<file path="config.mk">
export PLATFORM = sky130hd
export DESIGN_NAME = uart_tx_queue
export DESIGN_NICKNAME = d
export VERILOG_FILES = /design/src/rtl/uart_tx_queue.sv
export SDC_FILE = /design/constraint.sdc
export NUM_CORES = 1
export LEC_CHECK = 0
export CAP_MARGIN = 20
export CORE_MARGIN = 8
export CORE_UTILIZATION = 35
export CTS_BUF_LIST = sky130_fd_sc_hd__clkbuf_16
export DETAILED_ROUTE_END_ITERATION = 8
export GPL_ROUTABILITY_DRIVEN = 0
export PLACE_DENSITY = 0.55
export SETUP_SLACK_MARGIN = 0.02
export SYNTH_ARGS = -nofsm -noshare
export SYNTH_HDL_FRONTEND = slang
export SYNTH_SLANG_ARGS = --single-unit
</file>
<file path="constraint.sdc">
create_clock -name clk -period 3.3 [get_ports clk]
set_input_delay 0.99 -clock clk [delete_from_list [all_inputs] [get_ports clk]]
set_output_delay 0.99 -clock clk [all_outputs]
set_load 0.02 [all_outputs]
</file>
<file path="src/rtl/uart_tx_queue.sv">
// -----------------------------------------------------------------------------
// uart_tx_queue
//
// Transmit queue placed in front of a UART transmitter. Host bytes are
// buffered in a circular FIFO and handed to the UART one frame at a time:
// the head byte is presented on tx_data_in, tx_start is held high for
// START_HOLD cycles, and the next byte is only launched after a fresh rising
// edge of tx_done has been observed for the current frame.
//
// Parameters
//   DEPTH       FIFO entries (power of two, >= 2)
//   START_HOLD  cycles tx_start stays high per frame (>= 1)
//
// Ports
//   clk         system clock, rising edge
//   reset       asynchronous active-high reset
//   wr_en       host write strobe (one byte per cycle)
//   wr_data     host byte
//   flush       synchronous clear of all queued, not yet launched bytes
//   tx_done     UART transmit complete (level or pulse)
//   tx_start    UART start request
//   tx_data_in  byte presented to the UART, stable between launches
//   full        level == DEPTH
//   empty       level == 0
//   level       number of queued bytes
//   busy        frame sequencer is not idle
//   ovf_count   saturating count of dropped writes
//
// Optional feature
//   UART_TX_QUEUE_OVF_CNT_EN  when defined, ovf_count counts writes dropped
//                             because the queue was full; otherwise it is
//                             tied to zero.
// -----------------------------------------------------------------------------
module uart_tx_queue #(
  parameter int DEPTH      = 16,
  parameter int START_HOLD = 300
) (
  input  logic                     clk,
  input  logic                     reset,
  input  logic                     wr_en,
  input  logic [7:0]               wr_data,
  input  logic                     flush,
  input  logic                     tx_done,
  output logic                     tx_start,
  output logic [7:0]               tx_data_in,
  output logic                     full,
  output logic                     empty,
  output logic [$clog2(DEPTH):0]   level,
  output logic                     busy,
  output logic [7:0]               ovf_count
);

  localparam int PTR_W  = $clog2(DEPTH);
  localparam int LVL_W  = PTR_W + 1;
  // A hold of one cycle still needs a one-bit counter.
  localparam int HOLD_W = (START_HOLD > 1) ? $clog2(START_HOLD) : 1;

  localparam logic [HOLD_W-1:0] HOLD_LOAD = HOLD_W'(START_HOLD - 1);
  localparam logic [LVL_W-1:0]  LVL_FULL  = LVL_W'(DEPTH);

  typedef enum logic [1:0] {
    S_IDLE  = 2'd0,
    S_START = 2'd1,
    S_WAIT  = 2'd2
  } state_t;

  // ---------------------------------------------------------------------------
  // State
  // ---------------------------------------------------------------------------
  logic [7:0]        mem_q [DEPTH];

  state_t            state_q,     state_d;
  logic [PTR_W-1:0]  rd_ptr_q,    rd_ptr_d;
  logic [PTR_W-1:0]  wr_ptr_q,    wr_ptr_d;
  logic [LVL_W-1:0]  level_q,     level_d;
  logic [HOLD_W-1:0] hold_q,      hold_d;
  logic              tx_start_q,  tx_start_d;
  logic [7:0]        tx_data_q,   tx_data_d;
  logic              full_q,      full_d;
  logic              empty_q,     empty_d;
  logic              busy_q,      busy_d;
  logic              done_q,      done_d;
  logic              done_seen_q, done_seen_d;

  logic              wr_accept;
  logic              pop;
  logic              done_rise;

  // Full blocks the write even if a pop happens in the same cycle; flush
  // suppresses both writes and pops.
  assign wr_accept = wr_en && !full_q && !flush;
  assign pop       = (state_q == S_IDLE) && !empty_q && !flush;
  assign done_rise = tx_done && !done_q;

  // ---------------------------------------------------------------------------
  // Storage: plain write port, no reset so it maps onto RAM primitives. The
  // read and write addresses never collide on a pop+write cycle because a
  // write is only accepted when the queue is not full.
  // ---------------------------------------------------------------------------
  always_ff @(posedge clk) begin
    if (wr_accept) begin
      mem_q[wr_ptr_q] <= wr_data;
    end
  end

  // ---------------------------------------------------------------------------
  // FIFO pointers and occupancy
  // ---------------------------------------------------------------------------
  always_comb begin
    rd_ptr_d = rd_ptr_q;
    wr_ptr_d = wr_ptr_q;
    level_d  = level_q;

    if (flush) begin
      rd_ptr_d = '0;
      wr_ptr_d = '0;
      level_d  = '0;
    end else begin
      if (wr_accept) begin
        wr_ptr_d = wr_ptr_q + PTR_W'(1);
      end
      if (pop) begin
        rd_ptr_d = rd_ptr_q + PTR_W'(1);
      end
      unique case ({wr_accept, pop})
        2'b10:   level_d = level_q + LVL_W'(1);
        2'b01:   level_d = level_q - LVL_W'(1);
        default: level_d = level_q;
      endcase
    end

    full_d  = (level_d == LVL_FULL);
    empty_d = (level_d == '0);
  end

  // ---------------------------------------------------------------------------
  // Frame sequencer
  // ---------------------------------------------------------------------------
  always_comb begin
    state_d    = state_q;
    hold_d     = hold_q;
    tx_start_d = tx_start_q;
    tx_data_d  = tx_data_q;
    done_d     = tx_done;
    // Any rising edge is remembered until the sequencer consumes or discards it.
    done_seen_d = done_seen_q | done_rise;

    unique case (state_q)
      S_IDLE: begin
        tx_start_d = 1'b0;
        if (pop) begin
          tx_data_d   = mem_q[rd_ptr_q];
          tx_start_d  = 1'b1;
          hold_d      = HOLD_LOAD;
          // Edges seen before the launch belong to the previous frame.
          done_seen_d = 1'b0;
          state_d     = S_START;
        end
      end

      S_START: begin
        tx_start_d = 1'b1;
        if (hold_q == '0) begin
          tx_start_d = 1'b0;
          state_d    = S_WAIT;
        end else begin
          hold_d = hold_q - HOLD_W'(1);
        end
      end

      S_WAIT: begin
        tx_start_d = 1'b0;
        if (done_seen_q) begin
          done_seen_d = 1'b0;
          state_d     = S_IDLE;
        end
      end

      default: begin
        tx_start_d = 1'b0;
        state_d    = S_IDLE;
      end
    endcase

    busy_d = (state_d != S_IDLE);
  end

  always_ff @(posedge clk or posedge reset) begin
    if (reset) begin
      state_q     <= S_IDLE;
      rd_ptr_q    <= '0;
      wr_ptr_q    <= '0;
      level_q     <= '0;
      hold_q      <= '0;
      tx_start_q  <= 1'b0;
      tx_data_q   <= 8'h00;
      full_q      <= 1'b0;
      empty_q     <= 1'b1;
      busy_q      <= 1'b0;
      done_q      <= 1'b0;
      done_seen_q <= 1'b0;
    end else begin
      state_q     <= state_d;
      rd_ptr_q    <= rd_ptr_d;
      wr_ptr_q    <= wr_ptr_d;
      level_q     <= level_d;
      hold_q      <= hold_d;
      tx_start_q  <= tx_start_d;
      tx_data_q   <= tx_data_d;
      full_q      <= full_d;
      empty_q     <= empty_d;
      busy_q      <= busy_d;
      done_q      <= done_d;
      done_seen_q <= done_seen_d;
    end
  end

  // ---------------------------------------------------------------------------
  // Overflow counter (optional)
  // ---------------------------------------------------------------------------
`ifdef UART_TX_QUEUE_OVF_CNT_EN
  logic       wr_drop;
  logic [7:0] ovf_q, ovf_d;

  assign wr_drop = wr_en && full_q && !flush;

  // Saturates rather than wrapping; flush deliberately leaves it alone.
  always_comb begin
    ovf_d = ovf_q;
    if (wr_drop && (ovf_q != 8'hFF)) begin
      ovf_d = ovf_q + 8'd1;
    end
  end

  always_ff @(posedge clk or posedge reset) begin
    if (reset) begin
      ovf_q <= 8'h00;
    end else begin
      ovf_q <= ovf_d;
    end
  end

  assign ovf_count = ovf_q;
`else
  assign ovf_count = 8'h00;
`endif

  // ---------------------------------------------------------------------------
  // Outputs
  // ---------------------------------------------------------------------------
  assign tx_start   = tx_start_q;
  assign tx_data_in = tx_data_q;
  assign full       = full_q;
  assign empty      = empty_q;
  assign level      = level_q;
  assign busy       = busy_q;

endmodule

</file>
==> metrics.cfg <==
[global_routing]
grt_pass1_wl_microns = 21060
grt_usage_pct = 11.50
antenna_found_initial = 0
first_global_vias = 3695
grt_start_max_net_pins = 36
overflow = 0

[clock_network]
cts_max_level = 4
clk_latency_ns = 0.42
cts_tree = built
ctsHoldBuffers = 0
cts_max_path_buffers = 2
cts_root_buf = clkbuf_16
cts_buffers = 17
clk_pin_slew_ns = 0.06
clkSinkCount = 166

[finish]
final-seq-area_sq_mm = 0.004797
instances_no_fill = 746
nets = 490
fillers = 1754
drive_above_1_share_pct = 25.36
antenna_cells = 0
areaGrowthSynthToFinish_pct = 20.84
postLayoutCellArea_sq_mm = 0.008272
multiInputGateArea_sq_mm = 0.001957

[floorplan]
core-area_sq_mm = 0.01933
io_pins = 38
rows = 51
dieArea_sq_mm = 0.02429
start_util_pct = 35.40
die_width_microns = 155.9
die_h_microns = 155.9

[synthesis]
synth_edf_count = 128
synth_top_area_share_pct = 56.15
yosysWarnings = 0
synth.most_common_cell = edfxtp_1
ys_seq_area_share_pct = 70.06
netlist_top_cells_count = 128 x edfxtp_1, 40 x mux4_2, 40 x nand2_1
ys_async_sr_fraction_pct = 22.89
syn_area_per_cell_sq_um = 16.90
syn_area_sq_mm = 0.006845
synthTopCellsByArea = edfxtp_1 56%, dfrtp_1 14%, mux4_2 13%, nand2_1 2.2%, nor2_1 2.0%
netlist_instances = 405
yosys.area.top_type = edfxtp_1
ys.flop_type = edfxtp_1
synth_cell_type_count = 45
ys_ff_latch = 166

[job]
drv_cap = 0

[setup_path]
crit_type = input port to register
reg2reg_to = full
critPathCaptureType = register
r2r_cells = 12
cp_data_arrival_time_ns = 3.52
worstPathRequired_ns = 3.62
r2r_start = state_q[1]
cp-start-kind = input port
r2r_setup_slack_ns = 0.47
crit_fanout = 4

[placed_design]
numPlacedInstances = 713
dp_hpwl_microns = 9195
placedInstanceArea_sq_mm = 0.007675
io_buffers = 29

[outcome]
outcome = complete, no violations

[pwr]
comb_power_share_pct = 14.7
intPower_uw = 3794
netSwitchingFraction_pct = 25.80
powerDensity_mw_per_mm2 = 618.2
seqPwrFrac_pct = 48.8
clkPwrFrac_pct = 36.5
leakage_uw = 0.002865
p_switching_uw = 1319
vdd_drop_max_mv = 0.3114
finalPower_uw = 5113

[routing]
avgRoutedWirePerCell_microns = 17.60
firstDrtPassIters = 4
wl_microns = 13130
drc = 0
drtIter0Drc = 160
ant_nets = 0
via_count = 3556
avgViaCountPerCell = 4.767

[min_path]
hold-path-endpoint = tx_data_in[6]
hold_start = tx_data_in[6]
hold_depth = 2
hp-class = register to register

[sta]
max_slew_margin_pct = 55.73
drv_slew = 0
min_period_over_period_pct = 96.94
skew_ns = 0.006934
setup_viol = 0
rsz0062_at_grt = false
worst_pin_slew_ns = 0.6634
hold_viol = 0
fin_tns_setup_ns = 0
max_clock_freq_mhz = 312.6
whs_ns = 0.4752
min_period_ns = 3.199

==> layout by cell type, fill, tap and decap left out, types with 2 or more instances in the layout <==
cell type	instances
or4_1	2
mux2i_1	2
or4_4	2
xnor2_2	2
clkdlybuf4s50_1	28
a31oi_1	3
inv_6	2
inv_8	2
edfxtp_1	128
nand2_1	39
xor2_1	8
nor2_1	36
ha_1	7
nand2b_1	3
conb_1	8
a21oi_1	5
mux4_2	40
nor3_1	6
buf_12	2
nand3_1	7
clkinvlp_4	7
a21o_1	3
xnor2_1	4
o21ai_0	4
buf_4	34
inv_1	11
dfrtp_1	36
nor2b_1	3
clkbuf_16	17
nand4_1	4
==> cells by family (layout without fill, tap and decap cells) <==
kind of cell,Yosys count,in the layout,share of synthesized area [%]
flip-flops,166,166,70.06
AND/OR/NAND/NOR,113,113,7.823
multiplexers,42,42,13.45
buffers and inverters,37,106,2.851
AO/OA/AOI/OAI,22,22,2.193
XOR/XNOR,15,15,1.919
adder cells (fa/ha/maj),9,9,1.645
other,1,8,0.05478
==> final cells by class <==
| class | count | share of cell area (%) |
|---|---|---|
| Timing Repair Buffer | 65 | 7.109 |
| Clock buffer | 17 | 5.143 |
| Clock inverter | 15 | 1.619 |
| Multi-Input combinational cell | 209 | 23.66 |
| Inverter | 9 | 0.4689 |
| Tap cell | 265 | 4.008 |
| Sequential cell | 166 | 57.99 |
==> through the flow <==
step	worst slack, ns	utilization (%)
floorplan	-0.04929	-
global placement	-0.2860	39.69
detailed placement	-0.4159	39.69
CTS	0.02145	42.59
global route	0.01345	42.78
finish	0.1009	42.78
==> critical path: stages <==
cell	delay (ns)
clkdlybuf4s50_1	0.46
or2b_2	0.36
nor2_1	0.14
inv_1	0.09
ha_4	0.16
a21o_1	0.17
buf_4	0.15
nand3_1	0.07
or3b_4	0.41
xor2_4	0.18
nand2_2	0.09
nor4b_4	0.26
==> metal layers <==
layer | up-vias | track usage, % | share of wire (%)
li1 | 1650 | - | -
met1 | 1836 | 14.18 | 44
met2 | 57 | 18.73 | 50
met3 | 13 | 3.296 | 4.4
met4 | 0 | 4.575 | 1.4
met5 | - | 0 | 0
==> sequential cells by signal (all words and copies together), names as in the netlist <==
signal and count:
hold_q 9, wr_ptr_q 4, state_q 2, level 5, done_seen_q 1, empty 1
busy 1, rd_ptr_q 4, tx_start 1, mem_q 128, full 1, done_q 1
tx_data_in 8
==> timing repair <==
action | 4_1_cts | 5_1_grt
hold endpoints to repair | 0 | 0
resized for setup | 0 | 6
buffers inserted | 0 | 1
endpoints found under the setup margin | 0 | 1
==> worst max path at each step <==
stage | slack (ns) | from | depth (start not counted) | to
after global routing | 0.01 | wr_en | 12 | full
after global placement | -0.29 | flush | 11 | full
after floorplan | -0.05 | flush | 12 | full
final | 0.10 | wr_en | 12 | full
after detailed placement | -0.42 | flush | 11 | full
after CTS | 0.02 | flush | 11 | full
==> power by group through the flow <==
stage | clock network (uW) | registers [uW] | logic, uW
global route | 1990 | 2520 | 829
floorplan | 0 | 2600 | 389
detailed placement | 0 | 2540 | 763
finish | 1870 | 2500 | 751
CTS | 1920 | 2500 | 765
global placement | 0 | 2540 | 741
(Power assumes the default switching activity.)
